==> src/rtl/seq_controller.sv <==
// seq_controller: eight-phase instruction sequencer for the 5-bit-address
// teaching CPU. Drives the address-mux select plus memory, IR, PC and
// accumulator strobes from the current phase, opcode and zero flag.
module seq_controller #(
  parameter int unsigned OPW = 3
) (
  input  logic           clk,
  input  logic           rst,
  input  logic [OPW-1:0] opcode,
  input  logic           zero,
  output logic           sel,
  output logic           mem_rd,
  output logic           load_ir,
  output logic           inc_pc,
  output logic           load_pc,
  output logic           load_ac,
  output logic           mem_wr,
  output logic           data_e,
  output logic           halt,
  output logic [2:0]     phase
);

  localparam logic [OPW-1:0] OP_HLT = OPW'(0);
  localparam logic [OPW-1:0] OP_SKZ = OPW'(1);
  localparam logic [OPW-1:0] OP_ADD = OPW'(2);
  localparam logic [OPW-1:0] OP_AND = OPW'(3);
  localparam logic [OPW-1:0] OP_XOR = OPW'(4);
  localparam logic [OPW-1:0] OP_LDA = OPW'(5);
  localparam logic [OPW-1:0] OP_STO = OPW'(6);
  localparam logic [OPW-1:0] OP_JMP = OPW'(7);

  // Phase encodings 0..7 match the debug phase value; HALTED sits outside
  // that range and reports phase 7.
  typedef enum logic [3:0] {
    S_INST_ADDR  = 4'd0,
    S_INST_FETCH = 4'd1,
    S_INST_LOAD  = 4'd2,
    S_IDLE       = 4'd3,
    S_OP_ADDR    = 4'd4,
    S_OP_FETCH   = 4'd5,
    S_ALU_OP     = 4'd6,
    S_STORE      = 4'd7,
    S_HALTED     = 4'd8
  } state_t;

  state_t r_state;
  state_t w_next;

  logic w_is_hlt;
  logic w_is_skz;
  logic w_is_sto;
  logic w_is_jmp;
  logic w_aluop;

  assign w_is_hlt = (opcode == OP_HLT);
  assign w_is_skz = (opcode == OP_SKZ);
  assign w_is_sto = (opcode == OP_STO);
  assign w_is_jmp = (opcode == OP_JMP);
  assign w_aluop  = (opcode == OP_ADD) || (opcode == OP_AND) ||
                    (opcode == OP_XOR) || (opcode == OP_LDA);

  // State register with asynchronous return to INST_ADDR.
  always_ff @(posedge clk or posedge rst) begin
    if (rst) begin
      r_state <= S_INST_ADDR;
    end else begin
      r_state <= w_next;
    end
  end

  // Next-state: one phase per edge, HLT diverts OP_ADDR into HALTED.
  always_comb begin
    w_next = r_state;
    unique case (r_state)
      S_INST_ADDR:  w_next = S_INST_FETCH;
      S_INST_FETCH: w_next = S_INST_LOAD;
      S_INST_LOAD:  w_next = S_IDLE;
      S_IDLE:       w_next = S_OP_ADDR;
      S_OP_ADDR:    w_next = w_is_hlt ? S_HALTED : S_OP_FETCH;
      S_OP_FETCH:   w_next = S_ALU_OP;
      S_ALU_OP:     w_next = S_STORE;
      S_STORE:      w_next = S_INST_ADDR;
      S_HALTED:     w_next = S_HALTED;
      default:      w_next = S_INST_ADDR;
    endcase
  end

  // Output decode of registered state qualified by opcode and zero.
  always_comb begin
    sel     = 1'b0;
    mem_rd  = 1'b0;
    load_ir = 1'b0;
    inc_pc  = 1'b0;
    load_pc = 1'b0;
    load_ac = 1'b0;
    mem_wr  = 1'b0;
    data_e  = 1'b0;
    halt    = 1'b0;
    phase   = r_state[2:0];
    unique case (r_state)
      S_INST_ADDR: begin
        sel = 1'b1;
      end
      S_INST_FETCH: begin
        sel    = 1'b1;
        mem_rd = 1'b1;
      end
      S_INST_LOAD, S_IDLE: begin
        sel     = 1'b1;
        mem_rd  = 1'b1;
        load_ir = 1'b1;
      end
      S_OP_ADDR: begin
        inc_pc = 1'b1;
        halt   = w_is_hlt;
      end
      S_OP_FETCH: begin
        mem_rd = w_aluop;
      end
      S_ALU_OP: begin
        mem_rd  = w_aluop;
        data_e  = w_is_sto;
        inc_pc  = w_is_skz & zero;
        load_pc = w_is_jmp;
      end
      S_STORE: begin
        mem_rd  = w_aluop;
        load_ac = w_aluop;
        inc_pc  = w_is_jmp;
        load_pc = w_is_jmp;
        mem_wr  = w_is_sto;
        data_e  = w_is_sto;
      end
      S_HALTED: begin
        halt  = 1'b1;
        phase = 3'd7;
      end
      default: begin
        sel = 1'b1;
      end
    endcase
  end

endmodule

==> config.mk <==
export PLATFORM = sky130hd
export DESIGN_NAME = seq_controller
export DESIGN_NICKNAME = d
export VERILOG_FILES = /design/src/rtl/seq_controller.sv
export SDC_FILE = /design/constraint.sdc
export NUM_CORES = 1
export LEC_CHECK = 0
export ABC_CLOCK_PERIOD_IN_PS = 1150
export CAP_MARGIN = 40
export CORE_AREA = 4 4 41 43
export DETAILED_ROUTE_END_ITERATION = 7
export DIE_AREA = 0 0 45 47
export GPL_ROUTABILITY_DRIVEN = 0
export PLACE_DENSITY = 0.59
export SKIP_LAST_GASP = 1
export SYNTH_ARGS = -nofsm -noshare
export SYNTH_HDL_FRONTEND = slang
export SYNTH_SLANG_ARGS = --single-unit
export TNS_END_PERCENT = 50
==> constraint.sdc <==
create_clock -name clk -period 1.15 [get_ports clk]
set_clock_uncertainty 0.15 [all_clocks]
set_input_delay 0.115 -clock clk [delete_from_list [all_inputs] [get_ports clk]]
set_output_delay 0.115 -clock clk [all_outputs]
set_load 0.01 [all_outputs]
==> results.ini, run 1 <==
[cts]
clkSlewWorstSetupHoldPaths_ns=0.04
root_buffer=clkbuf_4
htree_num_levels=1
clk_latency_ns=0.23
cts_sinks=4
cts_tree=done
cts_made_buffers=3
clockBufferDepth=2

[layout]
diodes=0
stdcell_count=98
regMostFlops=r_state
design_area_um2=737.0
largest_reg_flops=4
top_regs=r_state x4
fin_nets=91
utilization_pct=56.63
syn2layout_area_growth_pct=115.0
final.fill_count=136
drive_above_1_share_pct=62.65

[global_route]
grt-ovfl-total=0
grtUsageTotal_pct=13.07
grt_max_degree=9
antenna_found_initial=0
grt_pass1_wl_mm=1.904
grt_pass1_vias=488

[die]
die_w_um=45
fp.coreArea_um2=1301
row_count=13
die_h_um=47
start_util_pct=26.35
design.die.area_um2=2115
ios=18

[drt]
finalWirelength_mm=1.219
drc=0
drtPass1Iterations=4
via_count=473
drt_iter0_drc=7
wire_per_inst_um=12.44
ant_nets=0
via_per_inst=4.827

[timing]
final_max_slew_viol_count=0
final-setup-viol-count=15
hold_violations=0
setup_tns_ns=-4.190
period_needed_ns=1.539
rsz0062_at_grt=yes
fin_ws_ns=-0.3892
max_freq_mhz=649.7
fin_worst_hold_slack_ns=0.4064
slew_headroom_pct=83.62
fin_crit_sh_pct=133.8
worst_pin_slew_ns=0.2439

[place]
hpwl_um=889.5
numPortBuffers=17
place_ws_ns=-0.7996
dpl_cell_area_um2=646.9
dp_cells=89

[yosys]
syn_inst=44
netlist_top_cells_area=dfrtp_1 (29%), nor3_1 (7.3%), nor2_1 (6.6%), xnor2_1 (5.1%), buf_2 (4.4%)
ys_warn_count=0
ys_async_sr_fraction_pct=100.0
synth_top_area_share_pct=29.20
synth.yosys.seq_area_share_pct=29.20
synth_common_cells=nor2_1 (6), nor3_1 (5), dfrtp_1 (4)
ys_dominant_reg_cell=dfrtp_1
synth_nets=50
synth-edff-count=0
netlist_area_um2=342.8
yosysMostFrequentCell=nor2_1
yosysTopAreaCell=dfrtp_1
avgSynthCellArea_um2=7.792
yosysUniqueCellTypes=21
synth-seq-cells=4

[critical_path]
timing_worst_setup_path_type=reg -> out
worstPathRequired_ns=0.88
path_cells=nor2b_4 -> nand4_1 -> nor3b_2 -> buf_2
endpoint_kind=output port
cp_slowest_cell=dfrtp_2
critical_path.max_stage_delay_ns=0.44
cp_max_fo=6
crit_path_start=r_state[3]$_DFF_PP0_
cp.arrival_ns=1.27
start_kind=flip-flop
r2r-start=r_state[0]$_DFF_PP0_

[run]
maxCapViolCount=0

[run_status]
violations=negative setup slack
outcome=finished with violations

[power]
peakVddDrop_uv=978.8
p_per_area_nw_per_um2=2364
total_power_mw=1.742
leakage_nw=0.3508

[worst_hold_path]
worstHoldStart=opcode[0]
min_path_type=in -> reg

cells in the final DEF, fill, tap and decap left out:
cell / instances
nor2b_4: 2
nand2_2: 1
o211ai_1: 1
nor3_2: 4
a21o_1: 2
a21oi_2: 1
dlygate4sd2_1: 1
buf_6: 9
a311oi_1: 1
inv_1: 3
a21oi_1: 1
clkdlybuf4s50_1: 4
xnor2_1: 2
nor3_1: 1
nand3_1: 1
a22o_1: 1
nor2_1: 4
dfrtp_2: 3
nor2_4: 1
nand2_1: 1
nand4_1: 2
nor3b_2: 1
dlygate4sd3_1: 1
o31ai_1: 2
nor2_2: 1
buf_2: 11
buf_4: 14
dfrtp_1: 1
clkbuf_4: 3
nand2b_4: 1
a211oi_1: 2
cells by family after synthesis:
| group | share of synthesized area (%) |
|---|---|
| simple gates | 32.48 |
| compound gates | 23.36 |
| buf+inv | 9.853 |
| flops | 29.20 |
| xor+xnor | 5.110 |
path summary, 6_finish.rpt:
path / slack, ns / to / cells after the start
worst max-delay path: -0.39 / mem_wr / 4
worst min-delay path: 0.41 / r_state[2]$_DFF_PP0_ / 4
worst max register to register: -0.21 / r_state[2]$_DFF_PP0_ / 5
worst min register to register: 0.47 / r_state[0]$_DFF_PP0_ / 2
max in group asynchronous: 0.21 / r_state[3]$_DFF_PP0_ / 3
min in group asynchronous: 0.48 / r_state[2]$_DFF_PP0_ / 3
cell type report:
cell class | instances | area [um2] | share of cell area, %
Timing Repair Buffer | 40 | 320.3 | 43.46
Multi-Input combinational cell | 33 | 260.3 | 35.31
Sequential cell | 4 | 103.9 | 14.09
Clock buffer | 3 | 22.52 | 3.056
Tap cell | 15 | 18.77 | 2.547
Inverter | 3 | 11.26 | 1.528
power breakdown:
group | leakage, nW | internal (mW) | switching [mW]
registers | 0.0460 | 0.208 | 0.0893
clock network | 0.0138 | 0.117 | 0.0552
logic | 0.291 | 0.699 | 0.574
total | 0.351 | 1.02 | 0.718
critical path, delay by kind of cell, from the launching register on:
kind / cells / cell delay (ns)
buf+inv: 1 / 0.15
flops: 1 / 0.44
simple gates: 3 / 0.45
repair_timing:
action / in CTS / in global routing
hold buffers: 1 / 0
setup endpoints to repair: 16 / 16
gates resized for setup: 65 / 6
setup buffers: 4 / 1
endpoints found under the hold margin: 4 / 0
pin swaps: 8 / 2
per-layer routing:
metal	global-route usage (%)	routed length [um]	vias to the layer above
li1	-	-	233
met1	12.16	478	226
met2	25.42	684	12
met3	1.533	42	2
met4	10.53	13	0
met5	0	0	-
Power figures use the tool's default switching activity.
==> run 2, diff against run 1 <==
--- a/config.mk
+++ b/config.mk
@@ -10,7 +10,6 @@
 export CORE_AREA = 4 4 41 43
 export DETAILED_ROUTE_END_ITERATION = 7
 export DIE_AREA = 0 0 45 47
-export GPL_ROUTABILITY_DRIVEN = 0
 export PLACE_DENSITY = 0.59
 export SKIP_LAST_GASP = 1
 export SYNTH_ARGS = -nofsm -noshare
==> results of run 2 <==
No change in the layout: final DEF, timing and power equal those of run 1.
==> run 3, diff against run 2 <==
--- a/config.mk
+++ b/config.mk
@@ -7,10 +7,10 @@
 export LEC_CHECK = 0
 export ABC_CLOCK_PERIOD_IN_PS = 1150
 export CAP_MARGIN = 40
-export CORE_AREA = 4 4 41 43
+export CORE_MARGIN = 4
+export CORE_UTILIZATION = 25
 export DETAILED_ROUTE_END_ITERATION = 7
-export DIE_AREA = 0 0 45 47
-export PLACE_DENSITY = 0.59
+export PLACE_DENSITY_LB_ADDON = 0.3
 export SKIP_LAST_GASP = 1
 export SYNTH_ARGS = -nofsm -noshare
 export SYNTH_HDL_FRONTEND = slang
==> run 3 against run 2 <==
The flow still finishes with violations (negative setup slack). Wire length down 5.6%. Design area up 2.5%. Final cell count unchanged. Sequential share of layout area down 0.35 points. Hold slack worse by 0.085 ns. First-iteration DRC count up 29%. Global-route usage down 0.063 points. Critical path depth unchanged. Fmax down 0.74%. Critical endpoint unchanged.
==> results.ini, run 3 (same netlist as run 1, synthesis figures left out) <==
[cts]
clk_latency_ns=0.23  ; about the same
root_buffer=clkbuf_4
clkSlewWorstSetupHoldPaths_ns=0.03  ; about the same
htree_num_levels=1  ; unchanged
clockBufferDepth=2  ; unchanged
cts_sinks=4  ; unchanged
cts_made_buffers=3  ; unchanged
cts_tree=done

[die]
start_util_pct=26.35  ; unchanged
fp.coreArea_um2=1301  ; unchanged
die_h_um=45.03  ; -4.2%
ios=18  ; unchanged
die_w_um=45.03  ; about the same
design.die.area_um2=2028  ; -4.1%
row_count=13  ; unchanged

[critical_path]
rr_worst_depth=5  ; unchanged
cp.arrival_ns=1.29  ; +0.02 ns
worstPathRequired_ns=0.88  ; about the same
start_kind=flip-flop
cp_max_fo=6  ; unchanged
endpoint_kind=output port
timing_worst_setup_path_type=reg -> out

[layout]
syn2layout_area_growth_pct=120.4
drive_above_1_share_pct=66.27  ; +3.6 points
final.fill_count=122  ; -10%
final_common_cell=buf_4
multiInputGateArea_um2=287.8  ; +11%
top_regs=r_state x4
layout.cells.most_common_list=buf_4 (14), buf_2 (12), buf_6 (8), nor3_2 (4)
largest_reg_flops=4  ; unchanged
fin_nets=91  ; unchanged
utilization_pct=58.08  ; +1.4 points
stdcell_count=98  ; unchanged
diodes=0  ; unchanged
regMostFlops=r_state
regArea_um2=103.9  ; unchanged

[timing]
slew_headroom_pct=84.84  ; +1.2 points
final-setup-viol-count=16  ; +1
fin_ws_ns=-0.4007  ; -0.01145 ns
fin_crit_sh_pct=134.8  ; +1.0 points
max_freq_mhz=644.9  ; -0.74%
rsz0062_at_grt=yes
period_needed_ns=1.551  ; +0.01145 ns
hold_violations=0  ; unchanged
worst_pin_slew_ns=0.2258  ; -0.01816 ns
final_max_slew_viol_count=0  ; unchanged

[drt]
wl_met2_um=546  ; -20%
top_layer_used=met4
via_per_inst=4.643  ; -3.8%
drt_iter0_drc=9  ; +2
drc=0  ; unchanged
wl_met3_um=44  ; +4.8%
ant_nets=0  ; unchanged
finalWirelength_mm=1.151  ; -5.6%
met1_length_um=541  ; +13%
wire_per_inst_um=11.74  ; -5.6%
drtPass1Iterations=4  ; unchanged
via_count=455  ; -3.8%

[run_status]
violations=negative setup slack
outcome=finished with violations

[global_route]
grt_pass1_wl_mm=1.904  ; unchanged
grt_pass1_vias=436  ; -11%
grt_max_degree=7  ; -2
antenna_found_initial=0  ; unchanged
grt-ovfl-total=0  ; unchanged
grtUsageTotal_pct=13.01  ; -0.063 points

[worst_hold_path]
min_path_type=in -> reg
hold_depth=4  ; unchanged

[power]
p_per_area_nw_per_um2=2373  ; +0.35%
peakVddDrop_uv=1133  ; +16%
leakage_nw=0.3568  ; +1.7%

[place]
place_ws_ns=-0.8134  ; -0.01377 ns
hpwl_um=755.1  ; -15%
numPortBuffers=17  ; unchanged
gp_routability_congestion=0.7901
dp_cells=85  ; -4.5%

[run]
maxCapViolCount=0  ; unchanged

run 3: path summary, 6_finish.rpt:
check                                startpoint              endpoint  slack (ns)
min reg2reg                r_state[0]$_DFF_PP0_  r_state[0]$_DFF_PP0_        0.48
max in group asynchronous                   rst  r_state[3]$_DFF_PP0_        0.22
min                                   opcode[1]  r_state[3]$_DFF_PP0_        0.32
min in group asynchronous                   rst  r_state[2]$_DFF_PP0_        0.47
max                        r_state[3]$_DFF_PP0_                mem_wr       -0.40
max reg2reg                r_state[3]$_DFF_PP0_  r_state[2]$_DFF_PP0_       -0.20
run 3: cell type report:
type / instances / area share [%]
timing repair buffer: 40 / 41.23
multi-input combinational: 33 / 38.08
sequential: 4 / 13.74
clock buffer: 3 / 2.980
tap: 15 / 2.483
inverter: 3 / 1.490
run 3: metal layers:
layer	vias up	global-route usage, %
li1	235	-
met1	207	18.00
met2	11	17.23
met3	2	2.390
met4	0	10.53
met5	-	0
run 3: worst max-delay path, cell delays in order (launching register included):
cell	delay, ns
dfrtp_2	0.45
nor2b_4	0.15
nand4_1	0.13
nor3b_2	0.17
buf_2	0.14
run 3: stage by stage:
| step | instance area, um2 | TNS (ns) | power [mW] | hold slack, ns |
|---|---|---|---|---|
| CTS | 716.9 | -4.301 | 1.670 | 0.3102 |
| global placement | 616.8 | -8.319 | 1.321 | 0.1509 |
| detailed placement | 616.8 | -8.350 | 1.336 | 0.1501 |
| floorplan | 359.1 | -0.5539 | 0.8320 | -0.2689 |
| finish | 755.7 | -4.281 | 1.793 | 0.3210 |
| global route | 755.7 | -5.290 | 1.936 | 0.3455 |
run 3: timing repair:
action | CTS | global route
endpoints found under the hold margin | 4 | 0
resized for setup | 65 | 11
buffers inserted | 8 | 1
setup endpoints to repair | 16 | 16
hold buffers | 1 | 0
pin swaps | 9 | 3
run 3: power breakdown:
part	internal (mW)	total [mW]	switching (mW)
logic	0.712	1.35	0.637
clock network	0.116	0.169	0.0522
registers	0.208	0.275	0.0673
total	1.04	1.79	0.757
